==> config.mk <==
export PLATFORM = sky130hd
export DESIGN_NAME = pwm_bank
export DESIGN_NICKNAME = d
export VERILOG_FILES = /design/src/rtl/pwm_bank.sv
export SDC_FILE = /design/constraint.sdc
export NUM_CORES = 1
export LEC_CHECK = 0
export ABC_AREA = 1
export BUFFER_PORTS_ARGS = -buffer_cell sky130_fd_sc_hd__buf_2
export CAP_MARGIN = 40
export CORE_UTILIZATION = 38
export DETAILED_ROUTE_END_ITERATION = 7
export GPL_TIMING_DRIVEN = 0
export PLACE_DENSITY = 0.59
export SLEW_MARGIN = 30
export SYNTH_ARGS = -nofsm -noshare
export SYNTH_HDL_FRONTEND = slang
export SYNTH_SLANG_ARGS = --single-unit
==> constraint.sdc <==
create_clock -name axi_aclk -period 2.2 [get_ports axi_aclk]
set_input_delay 0.22 -clock axi_aclk [delete_from_list [all_inputs] [get_ports axi_aclk]]
set_output_delay 0.22 -clock axi_aclk [all_outputs]
set_load 0.01 [all_outputs]
==> src/rtl/pwm_bank.sv <==
// Bank of NCH PWM channels sharing one prescaler and one period counter, with a
// double-buffered config (pending -> active at wrap); outputs lag cnt by one clock, no backpressure.
module pwm_bank #(
    parameter int               NCH        = 4,
    parameter int               CNT_W      = 16,
    parameter int               PRE_W      = 8,
    parameter logic [CNT_W-1:0] PERIOD_RST = 16'hFFFF
) (
    input  logic                 axi_aclk,
    input  logic                 axi_areset,
    input  logic                 en,
    input  logic [PRE_W-1:0]     cfg_prescale,
    input  logic [CNT_W-1:0]     cfg_period,
    input  logic [NCH*CNT_W-1:0] cfg_duty,
    input  logic [NCH*2-1:0]     cfg_mode,
    input  logic                 cfg_load,
    output logic                 cfg_pending,
    output logic [NCH-1:0]       pwm_out,
    output logic                 wrap_pulse,
    output logic [CNT_W-1:0]     cnt_out
);

    localparam logic [1:0] MODE_OFF   = 2'd0;
    localparam logic [1:0] MODE_ON    = 2'd1;
    localparam logic [1:0] MODE_PWM   = 2'd2;
    localparam logic [1:0] MODE_BLINK = 2'd3;

    logic [PRE_W-1:0]     pre_cnt;
    logic [CNT_W-1:0]     cnt;
    logic                 tick;
    logic                 wrap;

    logic [CNT_W-1:0]     period_act;
    logic [NCH*CNT_W-1:0] duty_act;
    logic [NCH*2-1:0]     mode_act;
    logic [CNT_W-1:0]     period_pend;
    logic [NCH*CNT_W-1:0] duty_pend;
    logic [NCH*2-1:0]     mode_pend;
    logic                 pending_q;

    logic [NCH-1:0]       blink_q;
    logic [NCH-1:0]       level_nxt;

    function automatic logic chan_level(
        input logic [1:0]       mode,
        input logic [CNT_W-1:0] duty,
        input logic [CNT_W-1:0] count,
        input logic [CNT_W-1:0] period,
        input logic             blink
    );
        logic lvl;
        lvl = 1'b0;
        case (mode)
            MODE_OFF:   lvl = 1'b0;
            MODE_ON:    lvl = 1'b1;
            // duty above the period pins the output high even while cnt runs past period
            MODE_PWM:   lvl = (duty > period) || (count < duty);
            MODE_BLINK: lvl = blink;
            default:    lvl = 1'b0;
        endcase
        return lvl;
    endfunction

    assign tick = en && (pre_cnt == cfg_prescale);
    assign wrap = tick && (cnt == period_act);

    always_ff @(posedge axi_aclk) begin
        if (axi_areset) begin
            pre_cnt    <= '0;
            cnt        <= '0;
            wrap_pulse <= 1'b0;
        end else begin
            wrap_pulse <= wrap;
            if (en) begin
                pre_cnt <= tick ? '0 : pre_cnt + 1'b1;
            end
            // a shrunken period lets cnt run on through all-ones and roll over naturally
            if (tick) begin
                cnt <= wrap ? '0 : cnt + 1'b1;
            end
        end
    end

    always_ff @(posedge axi_aclk) begin
        if (axi_areset) begin
            period_act  <= PERIOD_RST;
            duty_act    <= '0;
            mode_act    <= '0;
            period_pend <= '0;
            duty_pend   <= '0;
            mode_pend   <= '0;
            pending_q   <= 1'b0;
        end else begin
            if (wrap && pending_q) begin
                period_act <= period_pend;
                duty_act   <= duty_pend;
                mode_act   <= mode_pend;
            end
            // a load on the wrap cycle still reads the old pending set above
            if (cfg_load) begin
                period_pend <= cfg_period;
                duty_pend   <= cfg_duty;
                mode_pend   <= cfg_mode;
                pending_q   <= 1'b1;
            end else if (wrap && pending_q) begin
                pending_q <= 1'b0;
            end
        end
    end

    for (genvar i = 0; i < NCH; i++) begin : g_chan
        assign level_nxt[i] = chan_level(mode_act[i*2 +: 2], duty_act[i*CNT_W +: CNT_W],
                                         cnt, period_act, blink_q[i]);
    end

    always_ff @(posedge axi_aclk) begin
        if (axi_areset) begin
            blink_q <= '0;
            pwm_out <= '0;
        end else if (en) begin
            pwm_out <= level_nxt;
            for (int i = 0; i < NCH; i++) begin
                if (mode_act[i*2 +: 2] != MODE_BLINK) begin
                    blink_q[i] <= 1'b0;
                end else if (wrap) begin
                    blink_q[i] <= ~blink_q[i];
                end
            end
        end
    end

    assign cfg_pending = pending_q;
    assign cnt_out     = cnt;

endmodule

# Word-level counts from Yosys, hierarchy flattened
# Cells that the tools add are included.
[word_totals]
wordCells = 83
output_inout_bits = 22
inputBits = 100
reg_bits = 210
[classes]
reduce_logical = 20
add_sub_neg = 2
eq_ne = 18
n_bitwise = 4
mux = 16
n_lt_le_gt_ge = 8
[ops]
columns = ["operator", "n"]
rows = [
  ["$gt 16x16->1", 4],
  ["$lt 16x16->1", 4],
  ["$add 16x1->16 const B", 1],
  ["$eq 16x16->1", 1],
  ["$eq 2x2->1 const B", 8],
  ["$mux 16", 1],
  ["$pmux 1 s4", 4],
  ["$mux 1", 10],
  ["$reduce_bool 2->1", 5],
  ["$add 8x1->8 const B", 1],
  ["$eq 2x1->1 const B", 4],
  ["$eq 8x8->1", 1],
  ["$logic_not 2->1", 4],
  ["$mux 8", 1],
  ["$ne 2x2->1 const B", 4],
  ["$reduce_and 2->1", 4],
  ["$logic_or 1x1->1", 4],
  ["$not 1->1", 4],
  ["$logic_and 1x1->1", 3],
]

# Longest topological paths before layout
# Gate-level depths: netlist of the first run.
[logic_depth]
ltp_word = 6
ltp_mapped = 17
depth_no_buf = 17

# Worst setup path after synthesis of the first run
# Ideal clock, no wire load.
[synth_path]
path_type = "register to register"
from = "reg cnt[2], in the netlist cnt_out[2]"
to = "reg period_act[10]"
path_slack_ns = 0.343
arrival_ns = 1.719
path_stages_with_launch = 10
required_time_ns = 2.062
path_buffers = 2
setup_time_ns = 0.138
synth_period_minus_slack_ns = 1.857
cell_sequence = "dfxtp_1 > inv_1 > nand2_1 > nand4_1 > nor3_4 > nand3_4 > nor2_4 > buf_6 > buf_4 > o211ai_1"
[synth_between]
elab_chain_len = 3
[synth_rtl]
columns = ["element", "line_no", "rtl"]
rows = [
  ["start: declaration", "29", "logic [CNT_W-1:0] cnt;"],
  ["start signal: assignment", "79", "cnt <= wrap ? '0 : cnt + 1'b1;"],
  ["$eq 16x16->1", "65", "assign wrap = tick && (cnt == period_act);"],
  ["$logic_and 1x1->1", "65", ""],
  ["$logic_and 1x1->1", "94", "if (wrap && pending_q) begin"],
  ["end signal: assignment", "95", "period_act <= period_pend;"],
  ["end: declaration", "33", "logic [CNT_W-1:0] period_act;"],
]
# No other way between the ends.
# A chain may end at the register's enable or synchronous reset.

# Final worst setup path of the first run
[layout_path]
from = "reg cnt[5], in the netlist cnt_out[5]"
to = "reg period_act[5]"
# Same word-level chain as after synthesis.

==> flow_metrics.py, run 1 <==
metrics = {
    "run_status": {
        "status": "finished clean",
    },
    "sta": {
        "post-route-period-util": 0.9499,
        "max_freq_ghz": 0.4785,
        "finClkSkew_ns": 0.02010,
        "hold_violations": 0,
        "fin_ws_ns": 0.1102,
        "finalCriticalPeriod_ns": 2.090,
        "whs_ns": 0.04407,
        "worstMarginPinSlew_ns": 0.7372,
        "rsz0062_at_grt": "yes",
        "maxSlewViolCount": 0,
        "setup_viol": 0,
        "slew_headroom": 0.5085,
    },
    "layout": {
        "drive_gt1_frac": 0.1278,
        "num_antenna_cells": 0,
        "final_util": 0.4961,
        "area_delta_synth_final_pct": 27.62,
        "fillCellCount": 2949,
        "final_common_cell": "nor2_1",
        "layout.nets": 2068,
        "layout_common_cells": "nor2_1 (380), nand2_1 (254), dfxtp_1 (193)",
    },
    "die": {
        "start_util": 0.3887,
        "dieHeight_um": 174.0,
        "dieArea_um2": 30290,
        "io_pins": 122,
        "coreArea_um2": 28940,
        "die_w_um": 174.0,
        "num_rows": 62,
    },
    "pwr": {
        "power_frac_comb": 0.063,
        "p_leak_uw": 0.006985,
        "internal-power_uw": 6641,
        "fin_total_pwr_uw": 8516,
        "p_sw_frac": 0.2201,
        "p_sw_uw": 1875,
        "powerDensity_nw_per_um2": 593.3,
        "clockPowerShare": 0.472,
        "ir_worst_vdd_uv": 378.9,
        "seq_power_share": 0.465,
    },
    "synth": {
        "syn-num-nets": 1811,
        "ys.warnings.count": 0,
        "avgSynthCellArea_um2": 7.096,
        "ys_ff_latch": 210,
        "ys_seq_area_frac": 0.3738,
        "synth_cells": 1585,
        "synthDistinctLibCells": 34,
        "syn_area_um2": 11250,
    },
    "placed_design": {
        "port_buffers": 120,
        "dp_hpwl_mm": 23.38,
        "dp_slack_ns": -0.4136,
        "routabilityCongestion": 0.9289,
    },
    "setup_path": {
        "cp-end-kind": "flip-flop",
        "critPathLaunchType": "flip-flop",
        "criticalPathCategory": "flip-flop to flip-flop",
        "critPathMaxFanout": 10,
        "required_ns": 2.56,
        "reg2reg_slack_ns": 0.11,
        "worstPathArrival_ns": 2.45,
    },
    "grt": {
        "grt_util_all_layers": 0.2167,
        "grt_pass1_vias": 10321,
        "grt.overflow.total": 0,
        "grt_pass1_wl_mm": 52.35,
        "antenna_found_initial": 0,
        "grt_max_degree": 13,
    },
    "drt": {
        "wire_per_inst_um": 14.80,
        "drt_pass1_iterations": 5,
        "num_vias": 10956,
        "ant_nets": 0,
        "drtIter0Drc": 591,
        "routed_wl_mm": 33.13,
        "drc": 0,
        "routed_via_density": 4.895,
    },
    "clock_network": {
        "cts_buffers": 24,
        "root_buffer": "clkbuf_16",
        "cts_tree": "built",
        "clk_path_buf_depth": 3,
        "htreeDepth": 1,
        "clock-sinks": 210,
        "clk_latency_ns": 0.52,
        "clk_transition_reported_paths_ns": 0.06,
    },
    "flow_run": {
        "maxCapViolations": 0,
    },
    "min_path": {
        "hp-class": "input pin to flip-flop",
    },
}
[worst paths after layout]
path	endpoint	cells after the start	from
min reg2reg	pwm_out[2]	2	pwm_out[2]
max reg2reg	period_act[5]	11	cnt_out[5]
min	pre_cnt[0]	4	en
max	period_act[5]	11	cnt_out[5]
[synthesized netlist by cell type]
| cell type | number | area, µm² |
|---|---|---|
| nor2_1 | 380 | 1426 |
| nand2_1 | 255 | 957.2 |
| dfxtp_1 | 210 | 4204 |
| inv_1 | 151 | 566.8 |
| o21ai_0 | 135 | 675.7 |
| ha_1 | 126 | 1577 |
| a21oi_1 | 77 | 385.4 |
| clkbuf_1 | 43 | 161.4 |
| nand3_1 | 40 | 200.2 |
| o21ai_1 | 40 | 200.2 |
| nor3_1 | 24 | 120.1 |
| o211ai_1 | 16 | 120.1 |
| nand4_1 | 15 | 93.84 |
| xor2_1 | 14 | 122.6 |
| buf_2 | 9 | 45.04 |
| xnor2_1 | 8 | 70.07 |
| inv_2 | 6 | 22.52 |
| buf_6 | 5 | 56.30 |
| nor4_1 | 5 | 31.28 |
| a21o_1 | 4 | 30.03 |
| buf_4 | 3 | 22.52 |
| or2_2 | 3 | 18.77 |
| clkinv_1 | 2 | 7.510 |
| nand3b_1 | 2 | 15.01 |
| nor2_4 | 2 | 22.52 |
| o22ai_1 | 2 | 12.51 |
| a211oi_1 | 1 | 7.510 |
| clkbuf_2 | 1 | 5.000 |
| nand3_4 | 1 | 17.52 |
| nor3_2 | 1 | 10.01 |
| nor3_4 | 1 | 16.27 |
| nor3b_1 | 1 | 7.510 |
| nor3b_2 | 1 | 12.51 |
| or2_1 | 1 | 6.260 |
[cell type report]
| class | instances | area [µm²] | share of cell area |
|---|---|---|---|
| multi-input combinational | 1155 | 6180 | 0.4305 |
| sequential | 210 | 4263 | 0.2970 |
| tap | 384 | 480.5 | 0.03347 |
| clock buffer | 33 | 715.7 | 0.04986 |
| inverter | 159 | 623.1 | 0.04341 |
| timing repair buffer | 231 | 1703 | 0.1186 |
| clock inverter | 5 | 75.07 | 0.005230 |
| buffer | 61 | 314.1 | 0.02188 |
[worst max-delay path: stages, from the launching register on]
cell and delay, ns:
dfxtp_4 0.42, inv_4 0.11, nand2_1 0.06, a21oi_1 0.13
nand2_1 0.10, nor3_4 0.25, nand3_4 0.15, nor2_4 0.13
buf_12 0.14, buf_12 0.14, buf_4 0.18, o211ai_1 0.11
[layer usage]
metal / up-vias / share of wire / GRT usage
li1: 5644 / - / -
met2: 254 / 0.45 / 0.3567
met1: 5004 / 0.47 / 0.2949
met5: - / 0 / 0
met4: 0 / 0.029 / 0.06360
met3: 54 / 0.051 / 0.02800
[power by group through the flow]
stage | clock (µW) | combinational (µW) | sequential, µW
floorplan | 0 | 239 | 4040
global placement | 0 | 407 | 4060
detailed placement | 0 | 414 | 4060
CTS | 4100 | 537 | 3970
global route | 4270 | 611 | 3980
finish | 4020 | 536 | 3960
[kinds of logic after synthesis]
group | share of synthesized area
flops | 0.3738
fa+ha+maj | 0.1402
buf+inv | 0.07887
compound gates | 0.1273
simple gates | 0.2628
xor+xnor | 0.01713
[timing repair]
item | in CTS | in global routing
cloned | 0 | 1
endpoints found under the hold margin | 89 | 0
hold buffers | 89 | 0
resized for setup | 35 | 19
setup buffers | 5 | 15
pin swaps | 2 | 4
setup endpoints to repair | 88 | 90
[per-stage QoR]
| step | cell area (µm²) | setup TNS, ns | cells |
|---|---|---|---|
| 2_1_floorplan | 11250 | 0 | 1585 |
| 3_3_place_gp | 12330 | -36.05 | 2089 |
| 3_5_place_dp | 12330 | -34.05 | 2089 |
| 4_1_cts | 14120 | -0.007779 | 2221 |
| 5_1_grt | 14350 | -0.04791 | 2238 |
| 6_report | 14350 | 0 | 2238 |
[flip-flops by register name (all words and copies together), names as in the netlist]
| name | count |
|---|---|
| cfg_pending | 1 |
| blink_q | 4 |
| cnt_out | 16 |
| duty_pend | 64 |
| mode_pend | 8 |
| period_act | 16 |
| wrap_pulse | 1 |
| mode_act | 8 |
| duty_act | 64 |
| pre_cnt | 8 |
| period_pend | 16 |
| pwm_out | 4 |
Note: power is estimated with default switching activity, not from simulation.
==> run 2: changes to the inputs <==
- CORE_MARGIN: default -> 4
- PLACE_DENSITY: 0.59 -> default
- PLACE_DENSITY_LB_ADDON: default -> 0.05
==> run 2 against run 1 <==
Compared with the run above: total power is 2.6% lower; worst hold slack barely moved; first-iteration DRC count decreased by 5.8%; largest power group is now sequential cells; cell count down 0.18%; largest cell class unchanged; non-clock buffer count down 8; die area grew 7.0%; sequential power about the same.
==> flow_metrics.py, run 2 (same netlist as run 1, synthesis figures left out) <==
metrics = {
    "drt": {
        "drtIter0Drc": 557,
        "routed_wl_mm": 35.22,
        "drt_pass1_iterations": 6,
        "num_vias": 10859,
        "routed_via_density": 4.861,
        "ant_nets": 0,
        "wire_per_inst_um": 15.77,
        "drc": 0,
    },
    "clock_network": {
        "cts_tree": "built",
        "htreeDepth": 1,
        "clk_path_buf_depth": 3,
        "clk_transition_reported_paths_ns": 0.06,
        "root_buffer": "clkbuf_16",
        "cts_buffers": 24,
        "clk_latency_ns": 0.53,
        "clock-sinks": 210,
    },
    "die": {
        "dieHeight_um": 180.0,
        "die_w_um": 180.0,
        "dieArea_um2": 32410,
        "start_util": 0.3887,
        "num_rows": 62,
        "io_pins": 122,
        "coreArea_um2": 28940,
    },
    "grt": {
        "grt_max_degree": 13,
        "grt.overflow.total": 0,
        "grt_util_all_layers": 0.2107,
        "antenna_found_initial": 0,
        "grt_pass1_vias": 10413,
        "grt_pass1_wl_mm": 55.21,
    },
    "layout": {
        "reg.largest.list": "duty_act (64), duty_pend (64)",
        "area_delta_synth_final_pct": 26.40,
        "layout_common_cells": "nor2_1 (380), nand2_1 (253), dfxtp_1 (191)",
        "final_common_cell": "nor2_1",
        "fin_area_um2": 14220,
        "drive_gt1_frac": 0.1270,
        "layout.nets": 2060,
        "num_antenna_cells": 0,
    },
    "run_status": {
        "status": "finished clean",
    },
    "sta": {
        "finClkSkew_ns": 0.01308,
        "fin_tns_setup_ns": 0,
        "max_freq_ghz": 0.4751,
        "whs_ns": 0.04391,
        "post-route-period-util": 0.9568,
        "slew_headroom": 0.5035,
        "worstMarginPinSlew_ns": 0.7448,
        "rsz0062_at_grt": "no",
        "finalCriticalPeriod_ns": 2.105,
        "fin_ws_ns": 0.09506,
        "hold_violations": 0,
        "maxSlewViolCount": 0,
        "setup_viol": 0,
    },
    "min_path": {
        "hp-class": "input pin to flip-flop",
        "min_path_cells": 4,
    },
    "pwr": {
        "fin_total_pwr_uw": 8292,
        "p_leak_uw": 0.006883,
        "powerDensity_nw_per_um2": 583.3,
        "ir_worst_vdd_uv": 630.5,
    },
    "setup_path": {
        "critPathMaxFanout": 10,
        "critPathLaunchType": "input pin",
        "max_stage_delay_ns": 0.62,
        "required_ns": 2.59,
        "criticalPathCategory": "input pin to flip-flop",
        "cp-end-kind": "flip-flop",
        "reg2reg_depth": 13,
        "cp_common_cell": "clkbuf_1",
        "slowest_stage": "clkbuf_1",
        "path_cells": "dlygate4sd3_1 -> buf_2 -> clkinv_1 -> clkbuf_1 -> clkbuf_1 -> o211ai_1",
        "worstPathArrival_ns": 2.49,
    },
    "placed_design": {
        "dp_hpwl_mm": 25.02,
        "routabilityCongestion": 0.8857,
        "place_area_um2": 12340,
        "dp_slack_ns": -0.4623,
        "port_buffers": 120,
    },
    "flow_run": {
        "maxCapViolations": 0,
    },
}
## run 2: path summary, 6_finish.rpt
kind,end,from,slack [ns]
max,period_act[10],axi_areset,0.1
min,pre_cnt[0],en,0.04
max reg2reg,pwm_out[3],period_act[7],0.12
min reg2reg,blink_q[1],blink_q[1],0.46
## run 2: routing by layer
layer  track usage  vias to the layer above  share of wire
met3       0.02887                       47          0.047
met1        0.2888                     4960           0.48
li1              -                     5624              -
met2        0.3527                      228           0.45
met5             0                        -              0
met4       0.05263                        0          0.025
## run 2: per-stage QoR
| step | cells | utilization |
|---|---|---|
| 3_5_place_dp | 2090 | 0.4265 |
| 3_3_place_gp | 2089 | 0.4261 |
| 5_1_grt | 2234 | 0.4913 |
| 6_report | 2234 | 0.4913 |
| 2_1_floorplan | 1585 | - |
| 4_1_cts | 2232 | 0.4889 |
## run 2: area by class of cell
cell class	instances	area, µm²
repair buffers	223	1613
flip-flops and latches	210	4263
plain buffers	61	306.5
fillers	2958	14720
clock inverters	5	36.28
well taps	384	480.5
multi-input cells	1155	6187
inverters	159	630.6
clock buffers	37	699.4
## run 2: critical path: cells and delay by family
family | cells | cell delay [ns]
buf+inv | 5 | 2.10
compound gates | 1 | 0.16
## run 2: power breakdown
part | total, µW | internal, µW | leakage [µW] | switching [µW]
clock network | 3790 | 2180 | 0.000364 | 1610
registers | 3970 | 3900 | 0.00173 | 62.1
logic | 540 | 264 | 0.00479 | 276
total | 8290 | 6350 | 0.00688 | 1950
## run 2: timing repair
action | CTS | global route
hold endpoints to repair | 89 | 0
resized for setup | 36 | 20
buffers inserted | 11 | 2
hold buffers | 89 | 0
setup endpoints to repair | 90 | 47
pin swaps | 3 | 2
